`config.mk`:
```
export PLATFORM = sky130hd
export DESIGN_NAME = keypad_entry_ctrl
export DESIGN_NICKNAME = d
export VERILOG_FILES = /design/src/rtl/keypad_entry_ctrl.sv
export SDC_FILE = /design/constraint.sdc
export NUM_CORES = 1
export LEC_CHECK = 0
export CORE_MARGIN = 5
export CORE_UTILIZATION = 45
export CTS_BUF_LIST = sky130_fd_sc_hd__clkbuf_8 sky130_fd_sc_hd__clkbuf_16
export CTS_CLUSTER_DIAMETER = 50
export CTS_CLUSTER_SIZE = 12
export DETAILED_ROUTE_END_ITERATION = 10
export PLACE_DENSITY = 0.65
export SETUP_SLACK_MARGIN = 0.4
export SYNTH_ARGS = -nofsm -noshare
export SYNTH_HDL_FRONTEND = slang
export SYNTH_SLANG_ARGS = --single-unit
```
`constraint.sdc`:
```
create_clock -name CLK -period 2.3 [get_ports CLK]
set_input_delay 0.23 -clock CLK [delete_from_list [all_inputs] [get_ports CLK]]
set_output_delay 0.23 -clock CLK [all_outputs]
set_load 0.05 [all_outputs]
```
`src/rtl/keypad_entry_ctrl.sv`:
```
// Keypad entry controller: collects up to four BCD digits, commits them on enter,
// and holds the committed value until the consumer accepts it.
module keypad_entry_ctrl #(
   parameter logic [23:0] IDLE_TIMEOUT = 24'd10_000_000
) (
   input  logic        CLK,
   input  logic        RESET,
   input  logic [4:0]  KEY_IN,
   input  logic        press,
   output logic [15:0] VALUE,
   output logic        VALUE_VALID,
   input  logic        VALUE_READY,
   output logic [15:0] DIGITS,
   output logic [2:0]  COUNT,
   output logic        ERR,
   output logic        BUSY
);

   typedef enum logic [1:0] {StIdle, StEntry, StHold} state_e;

   localparam logic [3:0] KeyEnter = 4'hA;
   localparam logic [3:0] KeyBack  = 4'hB;
   localparam logic [3:0] KeyClear = 4'hC;

   state_e      state_q, state_d;
   logic        press_q;
   logic [15:0] digits_q, digits_d;
   logic [2:0]  count_q, count_d;
   logic [15:0] value_q, value_d;
   logic        valid_q, valid_d;
   logic        err_q, err_d;
   logic        busy_q, busy_d;
   logic [23:0] timer_q, timer_d;

   logic       accept;
   logic [3:0] key;
   logic       is_digit;

   assign accept   = press && !press_q && !KEY_IN[4];
   assign key      = KEY_IN[3:0];
   assign is_digit = (key <= 4'd9);

   always_comb begin
      state_d  = state_q;
      digits_d = digits_q;
      count_d  = count_q;
      value_d  = value_q;
      valid_d  = valid_q;
      err_d    = 1'b0;
      timer_d  = 24'd0;
      unique case (state_q)
         StIdle: begin
            if (accept) begin
               if (is_digit) begin
                  digits_d = {12'h000, key};
                  count_d  = 3'd1;
                  state_d  = StEntry;
               end else if (key == KeyEnter) begin
                  err_d = 1'b1;
               end
            end
         end
         StEntry: begin
            if (accept) begin
               // Any accepted key, including ignored D/E/F, restarts the inactivity timer.
               if (is_digit) begin
                  if (count_q < 3'd4) begin
                     digits_d = {digits_q[11:0], key};
                     count_d  = count_q + 3'd1;
                  end else begin
                     err_d = 1'b1;
                  end
               end else if (key == KeyEnter) begin
                  value_d  = digits_q;
                  valid_d  = 1'b1;
                  digits_d = 16'h0000;
                  count_d  = 3'd0;
                  state_d  = StHold;
               end else if (key == KeyBack) begin
                  digits_d = {4'h0, digits_q[15:4]};
                  count_d  = count_q - 3'd1;
                  if (count_q == 3'd1) begin
                     state_d = StIdle;
                  end
               end else if (key == KeyClear) begin
                  digits_d = 16'h0000;
                  count_d  = 3'd0;
                  state_d  = StIdle;
               end
            end else if (timer_q == IDLE_TIMEOUT - 24'd1) begin
               digits_d = 16'h0000;
               count_d  = 3'd0;
               state_d  = StIdle;
            end else begin
               timer_d = timer_q + 24'd1;
            end
         end
         StHold: begin
            // Keys are dropped here; press_q still tracks press so a held key is not
            // re-accepted once the value is taken.
            if (VALUE_READY) begin
               valid_d = 1'b0;
               state_d = StIdle;
            end
         end
         default: begin
            state_d = StIdle;
         end
      endcase
      busy_d = (state_d != StIdle);
   end

   always_ff @(posedge CLK) begin
      if (RESET) begin
         state_q  <= StIdle;
         press_q  <= 1'b0;
         digits_q <= 16'h0000;
         count_q  <= 3'd0;
         value_q  <= 16'h0000;
         valid_q  <= 1'b0;
         err_q    <= 1'b0;
         busy_q   <= 1'b0;
         timer_q  <= 24'd0;
      end else begin
         state_q  <= state_d;
         press_q  <= press;
         digits_q <= digits_d;
         count_q  <= count_d;
         value_q  <= value_d;
         valid_q  <= valid_d;
         err_q    <= err_d;
         busy_q   <= busy_d;
         timer_q  <= timer_d;
      end
   end

   assign VALUE       = value_q;
   assign VALUE_VALID = valid_q;
   assign DIGITS      = digits_q;
   assign COUNT       = count_q;
   assign ERR         = err_q;
   assign BUSY        = busy_q;

endmodule

```
* Word level (Yosys, flattened, before mapping)
Index checks and enable logic that the tools add are counted.
Widths: inputs -> output; s select.
** Storage, ports and cells
- Bits in registers :: 65
- Input port bits :: 9
- Output and inout bits :: 38
- Word-level logic and storage cells :: 87
** Cells by class
- $add $sub $neg :: 3
- Magnitude comparators :: 2
- Equal/unequal tests :: 16
- Mux-type cells :: 43
- Bitwise logic cells :: 2
- Reductions and logical operators :: 12
** Operators by type and width (count)
- $mux 16 :: 9
- $pmux 16 s2 :: 1
- $mux 3 :: 9
- $add 24x1->24 const B :: 1
- $eq 24x24->1 const B :: 1
- $mux 2 :: 10
- $eq 4x4->1 const B :: 3
- $ne 2x2->1 const B :: 6
- $mux 1 :: 10
- $ne 6x6->1 const B :: 1
- $pmux 2 s3 :: 1
- $pmux 3 s2 :: 1
- $reduce_and 6->1 :: 1
- $reduce_bool 2->1 :: 3
- $reduce_and 5->1 :: 1
- $le 4x4->1 const B :: 1
- $ne 4x4->1 const B :: 1
- $pmux 1 s2 :: 2
- $reduce_and 4->1 :: 1
- $reduce_or 4->1 :: 1
- $add 3x1->3 const B :: 1
- $eq 3x1->1 const B :: 1
- $lt 3x3->1 const B :: 1
- $ne 3x3->1 const B :: 1
- 7 further kinds :: 10

* Longest topological paths before layout
Gate-level depths: netlist of the first run.
- Depth in word-level cells :: 8
- Mapped depth :: 8
- Depth with buffers taken out :: 7

* Least setup slack after synthesis of the first run
No wires, ideal clock.
- Path kind :: reg2reg
- Start point :: register timer_q[8]
- End point :: register digits_q[0] (netlist: DIGITS[0])
- Setup time :: 0.123 ns
- Data arrival time :: 1.963 ns
- Required time :: 2.177 ns
- Setup slack :: 0.214 ns
- Stages on the path, launching flop included :: 7
- Buffers on the path :: 1
- Period minus slack after synthesis :: 2.086 ns
- Cells stage by stage :: dfxtp_1 or4_1 nor3_2 a31oi_1 a2111o_1 buf_6 mux2_1
** Between the ends
- Cells in the longest elaborated chain, start to end :: 3
** Ends and longest elaborated chain
- start, declared :: line 33 : logic [23:0] timer_q, timer_d;
- start signal, assigned :: line 133 : timer_q <= timer_d;
- $eq 24x24->1 :: line 90 : end else if (timer_q == IDLE_TIMEOUT - 24'd1) begin
- $ne 3x3->1 (no source line)
- $reduce_and 6->1 (no source line)
- end signal, assigned :: line 127 : digits_q <= digits_d;
- end, declared :: line 27 : logic [15:0] digits_q, digits_d;
Every way passes these cells.
A chain may end at the register's enable or synchronous reset.

* Worst setup path after layout of the first run
- Start point :: register timer_q[8]
- End point :: register count_q[0] (netlist: COUNT[0])
** Between the ends
- Cells in the longest elaborated chain, start to end :: 3
** Ends and longest elaborated chain
- $eq 24x24->1 :: line 90
- $ne 3x3->1 (no source line)
- $reduce_and 6->1 (no source line)
- end signal, assigned :: line 128 : count_q <= count_d;
- end, declared :: line 28 : logic [2:0] count_q, count_d;
Every way passes these cells.

==> results of run 1 <==
power by group through the flow:
stage | Clock [W] | Sequential, W | Combinational (W)
6_report | 0.00114 | 0.00115 | 0.000200
2_1_floorplan | 0 | 0.00119 | 0.0000998
4_1_cts | 0.00117 | 0.00115 | 0.000199
5_1_grt | 0.00122 | 0.00115 | 0.000215
3_3_place_gp | 0 | 0.00117 | 0.000192
3_5_place_dp | 0 | 0.00117 | 0.000194
what timing repair did:
action | CTS | global route
gates resized for setup | 10 | 10
cloned | 1 | 0
setup buffers | 2 | 0
pin swaps | 1 | 1
endpoints found under the setup margin | 21 | 56
final cells by class:
cell class                      instances  area (um2)  area share, %
Clock buffer                           12         165           4.17
Clock inverter                          4        73.8           1.86
Inverter                                8        30.0          0.759
Multi-Input combinational cell        252        1580           40.0
Sequential cell                        65        1310           33.1
Tap cell                               77        96.3           2.43
Timing Repair Buffer                   74         701           17.7
synthesized netlist by cell type, types with 3 or more instances:
cell / n / share of area, %
nand2_1: 50 / 6.3
a22o_1: 8 / 2.4
dfxtp_1: 65 / 44
a22oi_1: 3 / 0.76
nand4_1: 7 / 1.5
nor2b_1: 8 / 1.7
xor2_1: 13 / 3.9
nand2b_1: 17 / 3.6
o21ai_0: 7 / 1.2
a211oi_1: 4 / 1.0
inv_1: 8 / 1.0
nor4_1: 6 / 1.3
nor3_1: 5 / 0.85
mux2_1: 3 / 1.1
clkbuf_1: 17 / 2.2
mux2i_1: 15 / 5.1
xnor2_1: 9 / 2.7
nand3_1: 15 / 2.5
a21oi_1: 20 / 3.4
nor2_1: 31 / 3.9
and3_1: 4 / 0.85
ha_1: 4 / 1.7
placed cells by master, fill, tap and decap left out, drive strengths merged, types with 12 or more instances in the layout:
cell           instances
mux2i                 15
a21oi                 20
nand2b                17
clkdlybuf4s50         41
nor2                  31
xor2                  13
nand2                 50
buf                   28
nand3                 15
dfxtp                 65
clkbuf                12
final timing paths:
kind                            cells past startpoint                  start                    end
worst min-delay path                                1  timer_q[0]$_SDFF_PP0_  timer_q[0]$_SDFF_PP0_
worst min register to register                      1  timer_q[0]$_SDFF_PP0_  timer_q[0]$_SDFF_PP0_
worst max register to register                      6  timer_q[8]$_SDFF_PP0_  COUNT[0]$_SDFFE_PP0P_
worst max-delay path                                6  timer_q[8]$_SDFF_PP0_  COUNT[0]$_SDFFE_PP0P_
metal layers:
metal,track usage [%],vias to the layer above,share of wire (%)
met5,0,-,0
met4,6.23,0,1.5
met3,5.45,11,4.5
met2,30.5,46,49
met1,22.0,1241,45
li1,-,1317,-
critical path, delay by kind of cell (launching register included):
| family | cells | cell delay, ns |
|---|---|---|
| flip-flops | 1 | 0.32 |
| AO/OA/AOI/OAI | 3 | 0.84 |
| AND/OR/NAND/NOR | 2 | 0.66 |
| buffers and inverters | 1 | 0.19 |
sequential cells by signal, summed over array words and instances, names as in the netlist, 2 cells and up:
name and flops:
state_q 2, VALUE 16, DIGITS 16, timer_q 24
COUNT 3
through the flow:
stage	cells	power, W	hold WS [ns]
CTS	492	0.00251	0.460
detailed placement	473	0.00137	0.450
global route	492	0.00258	0.476
floorplan	344	0.00129	0.358
finish	492	0.00248	0.451
global placement	473	0.00136	0.443
kinds of logic (layout without fill, tap and decap cells):
logic type | Yosys count | count (layout) | synth area share, %
AO/OA/AOI/OAI | 53 | 53 | 11.5
XOR/XNOR | 22 | 22 | 6.52
adder cells (fa/ha/maj) | 4 | 4 | 1.69
buffers and inverters | 27 | 98 | 3.94
flip-flops | 65 | 65 | 44.0
multiplexers | 18 | 18 | 6.22
AND/OR/NAND/NOR | 155 | 155 | 26.1
==> metrics.yaml, run 1 <==
core_um2: 6390
postLayoutCellArea_um2: 3960
dpl_cell_area_um2: 3630
drv_slew: 0
portBuffers: 46
timing.final.ws_setup_ns: 0.206
clkSinkCount: 65
setup_viol: 0
switching_share_pct: 22.5
worstMarginPinSlew_ns: 0.532
post-route-drc-count: 0
via_per_inst: 5.32
die_y_um: 91.1
cpPeakStageDelay_ns: 0.53
finalHoldViolations: 0
sequentialPowerShare_pct: 46.1
grt_first_pass_wirelength_um: 12400
rsz0062_at_grt: "yes"
start_kind: "flip-flop"
dp.final_hpwl_um: 4990
io_pins: 47
synth_edf_count: 0
power.leakage_nw: 1.51
synthCells: 344
fin_worst_skew_ns: 0.00850
period_share_pct: 91.1
hold_path.class: "flip-flop to flip-flop"
track_usage_pct: 18.1
nets: 423
grt_pass1_vias: 2633
fin_util_pct: 62.0
synth-seq-cells: 65
num_vias: 2615
synthArstFlopShare_pct: 0
cp_slowest_cell: "or4_4"
root_buffer: "clkbuf_8"
wl_um: 7220
internal_power_w: 0.00192
ant_nets: 0
avgSynthCellArea_um2: 8.59
floorplan.initialDensity_pct: 46.3
path_clk_slew_ns: 0.07
fin_crit_ns: 2.09
drtIter0Drc: 201
syn2layout_area_growth_pct: 33.9
setup.worst_path.end_class: "flip-flop"
power_frac_clock_pct: 45.8
wl_per_cell_um: 14.7
synthesis.area_um2: 2960
synth_warnings: 0
synth_ff_type: "dfxtp_1"
gp_congestion: 0.873
clk_latency_ns: 0.34
slew_headroom_pct: 64.5
num-fill-cells: 568
antenna_cells: 0
p_per_area_nw_per_um2: 627
comb_power_share_pct: 8.1
grt_remaining_overflow: 0
cts_made_buffers: 9
vdd_drop_max_mv: 0.527
cp.arrival_ns: 2.35
place_ws_ns: 0.0756
h-tree-depth: 3
synth_nets: 357
required_ns: 2.55
rrSetupSlack_ns: 0.21
clock.fmax_mhz: 477
outcome: "completed"
power.switching_w: 0.000560
yosys.cell_types.count: 41
clockBufferDepth: 2
ys_seq_area_share_pct: 44.0
cap_violations: 0
grt_start_max_net_pins: 36
worst-setup-path-type: "flip-flop to flip-flop"
std_cell_rows: 29
tns_ns: 0
holdBufCountCts: 0
antenna_found_initial: 0
cp_cell_sequence: "or4_4 > nor3_4 > a31oi_2 > a2111o_1 > buf_6 > a211oi_1"
fp.dieW_um: 91.1
dieArea_um2: 8290
drtPass1Iterations: 5
cts_tree: "done"
path_max_fanout: 7
drive_gt1_share_pct: 13.7
(Power assumes the default switching activity.)
==> run 2, diff against run 1 <==
--- a/config.mk
+++ b/config.mk
@@ -5,7 +5,7 @@
 export SDC_FILE = /design/constraint.sdc
 export NUM_CORES = 1
 export LEC_CHECK = 0
-export CORE_MARGIN = 5
+export CORE_MARGIN = 4
 export CORE_UTILIZATION = 45
 export CTS_BUF_LIST = sky130_fd_sc_hd__clkbuf_8 sky130_fd_sc_hd__clkbuf_16
 export CTS_CLUSTER_DIAMETER = 50
==> constraint.sdc (replaced) <==
create_clock -name CLK -period 2.3 [get_ports CLK]
set_input_delay 0.345 -clock CLK [delete_from_list [all_inputs] [get_ports CLK]]
set_output_delay 0.345 -clock CLK [all_outputs]
set_load 0.05 [all_outputs]
==> metrics.yaml, run 2 (synthesis gave the netlist of run 1 again) <==
cts_made_buffers: 9
p_per_area_nw_per_um2: 600
post-route-drc-count: 0
outcome: "completed"
setup_viol: 0
core_um2: 6350
regMostFlops: "timer_q"
finalHoldViolations: 0
wl_um: 7520
drtIter0Drc: 199
clkSinkCount: 65
crit_family: "compound AO/OA/AOI/OAI gates"
grt_util_met3_pct: 4.79
fin_worst_skew_ns: 0.00874
clock.fmax_mhz: 473
final_cell_mix: "62 x dfxtp_1, 49 x nand2_1, 31 x nor2_1"
place_ws_ns: 0.0102
worstMarginPinSlew_ns: 0.506
via_per_inst: 5.36
largest_register_ffs: 24
drive_gt1_share_pct: 14.3
syn2layout_area_growth_pct: 36.2
h-tree-depth: 3
cp_cell_sequence: "or4_4 > nor3_4 > a31oi_2 > a2111o_1 > buf_12 > a211oi_1"
fin_crit_ns: 2.12
io_pins: 47
grt.busiest_layer: "met2"
gp_congestion: 0.851
drv_slew: 0
std_cell_rows: 29
slew_headroom_pct: 66.1
rr_startpoint: "timer_q[8]$_SDFF_PP0_"
drtPass1Iterations: 4
antenna_cells: 0
cap_violations: 0
cp_slowest_cell: "or4_4"
startpoint: "timer_q[8]$_SDFF_PP0_"
wl_per_cell_um: 15.2
nets: 427
die_y_um: 89.1
cpPeakStageDelay_ns: 0.54
period_share_pct: 92.0
floorplan.initialDensity_pct: 46.6
root_buffer: "clkbuf_8"
num_vias: 2659
fin_cells: 496
dp_cells: 475
path_max_fanout: 10
track_usage_pct: 19.0
grt_remaining_overflow: 0
met2_usage_pct: 31.6
grtUsageMet1_pct: 23.8
fp.dieW_um: 89.1
tns_ns: 0
grt_start_max_net_pins: 26
setup.worst_path.end_class: "flip-flop"
portBuffers: 46
grt_pass1_vias: 2546
cts_tree: "done"
clk_latency_ns: 0.35
timing.final.ws_setup_ns: 0.185
critical_path_buf_inv_count: 1
grt_first_pass_wirelength_um: 11800
worst-setup-path-type: "flip-flop to flip-flop"
dp.final_hpwl_um: 4930
rsz0062_at_grt: "yes"
mostFrequentLayoutCell: "dfxtp_1"
hold_path.class: "flip-flop to flip-flop"
ant_nets: 0
power.leakage_nw: 1.65
holdWs_ns: 0.456
holdBufCountCts: 0
vdd_drop_max_mv: 0.357
min-delay-start: "VALUE[6]$_SDFFE_PP0P_"
path_clk_slew_ns: 0.08
dieArea_um2: 7930
cp.arrival_ns: 2.38
antenna_found_initial: 0
required_ns: 2.57
clockBufferDepth: 2
start_kind: "flip-flop"
## run 2: changes by cell type in the layout (fill, tap and decap cells not counted), moves of 2 or more
cell and change:
clkdlybuf4s50_1 -20, dlygate4sd2_1 +18, clkbuf_8 -3, buf_12 +2
clkbuf_16 +2, dfxtp_2 -2, dlymetal6s2s_1 +2, nor4_2 -2
## run 2: power by group
| part | internal [W] | switching (W) | leakage (nW) |
|---|---|---|---|
| Sequential | 0.00113 | 0.0000117 | 0.527 |
| Combinational | 0.0000884 | 0.000114 | 1.01 |
| Clock | 0.000610 | 0.000459 | 0.111 |
| Total | 0.00183 | 0.000585 | 1.65 |
## run 2: worst paths after layout
kind         slack, ns                     to  cells past startpoint
max               0.18  COUNT[0]$_SDFFE_PP0P_                      6
min reg2reg       0.46  VALUE[6]$_SDFFE_PP0P_                      2
min               0.46  VALUE[6]$_SDFFE_PP0P_                      2
max reg2reg       0.18  COUNT[0]$_SDFFE_PP0P_                      6
## run 2: cell type report
class                   count  area (um2)
clock buffers               9         124
repair buffers             78         779
fillers                   574        2320
inverters                   8        30.0
clock inverters             7        93.8
flip-flops and latches     65        1310
multi-input cells         252        1590
well taps                  77        96.3
## run 2: through the flow
step,util (%),cell area (um2),power [W]
final,63.4,4030,0.00242
after global routing,63.4,4030,0.00250
after CTS,61.2,3880,0.00243
after detailed placement,57.7,3660,0.00137
after global placement,57.7,3660,0.00137
after floorplan,-,2960,0.00129
## run 2: repair_timing
| action | in CTS | in global routing |
|---|---|---|
| cloned | 0 | 3 |
| endpoints found under the setup margin | 38 | 64 |
| buffers inserted | 1 | 1 |
| pin swaps | 1 | 4 |
| gates resized for setup | 26 | 21 |
## run 2: layer usage
metal  share of wire [%]  vias to the layer above
met5                   0                        -
met4                 1.0                        0
met3                 4.8                        7
met2                  51                       62
met1                  43                     1258
li1                    -                     1332
## run 2: worst reg2reg max path: stages (launching register included)
cell and delay (ns):
dfxtp_4 0.34, or4_4 0.54, nor3_4 0.14, a31oi_2 0.12
a2111o_1 0.50, buf_12 0.20, a211oi_1 0.21
==> run 3, diff against run 2 <==
--- a/config.mk
+++ b/config.mk
@@ -11,6 +11,7 @@
 export CTS_CLUSTER_DIAMETER = 50
 export CTS_CLUSTER_SIZE = 12
 export DETAILED_ROUTE_END_ITERATION = 10
+export HOLD_SLACK_MARGIN = 0.03
 export PLACE_DENSITY = 0.65
 export SETUP_SLACK_MARGIN = 0.4
 export SYNTH_ARGS = -nofsm -noshare
==> results of run 3 <==
Final layout, timing and power as in run 2 (identical DEF).
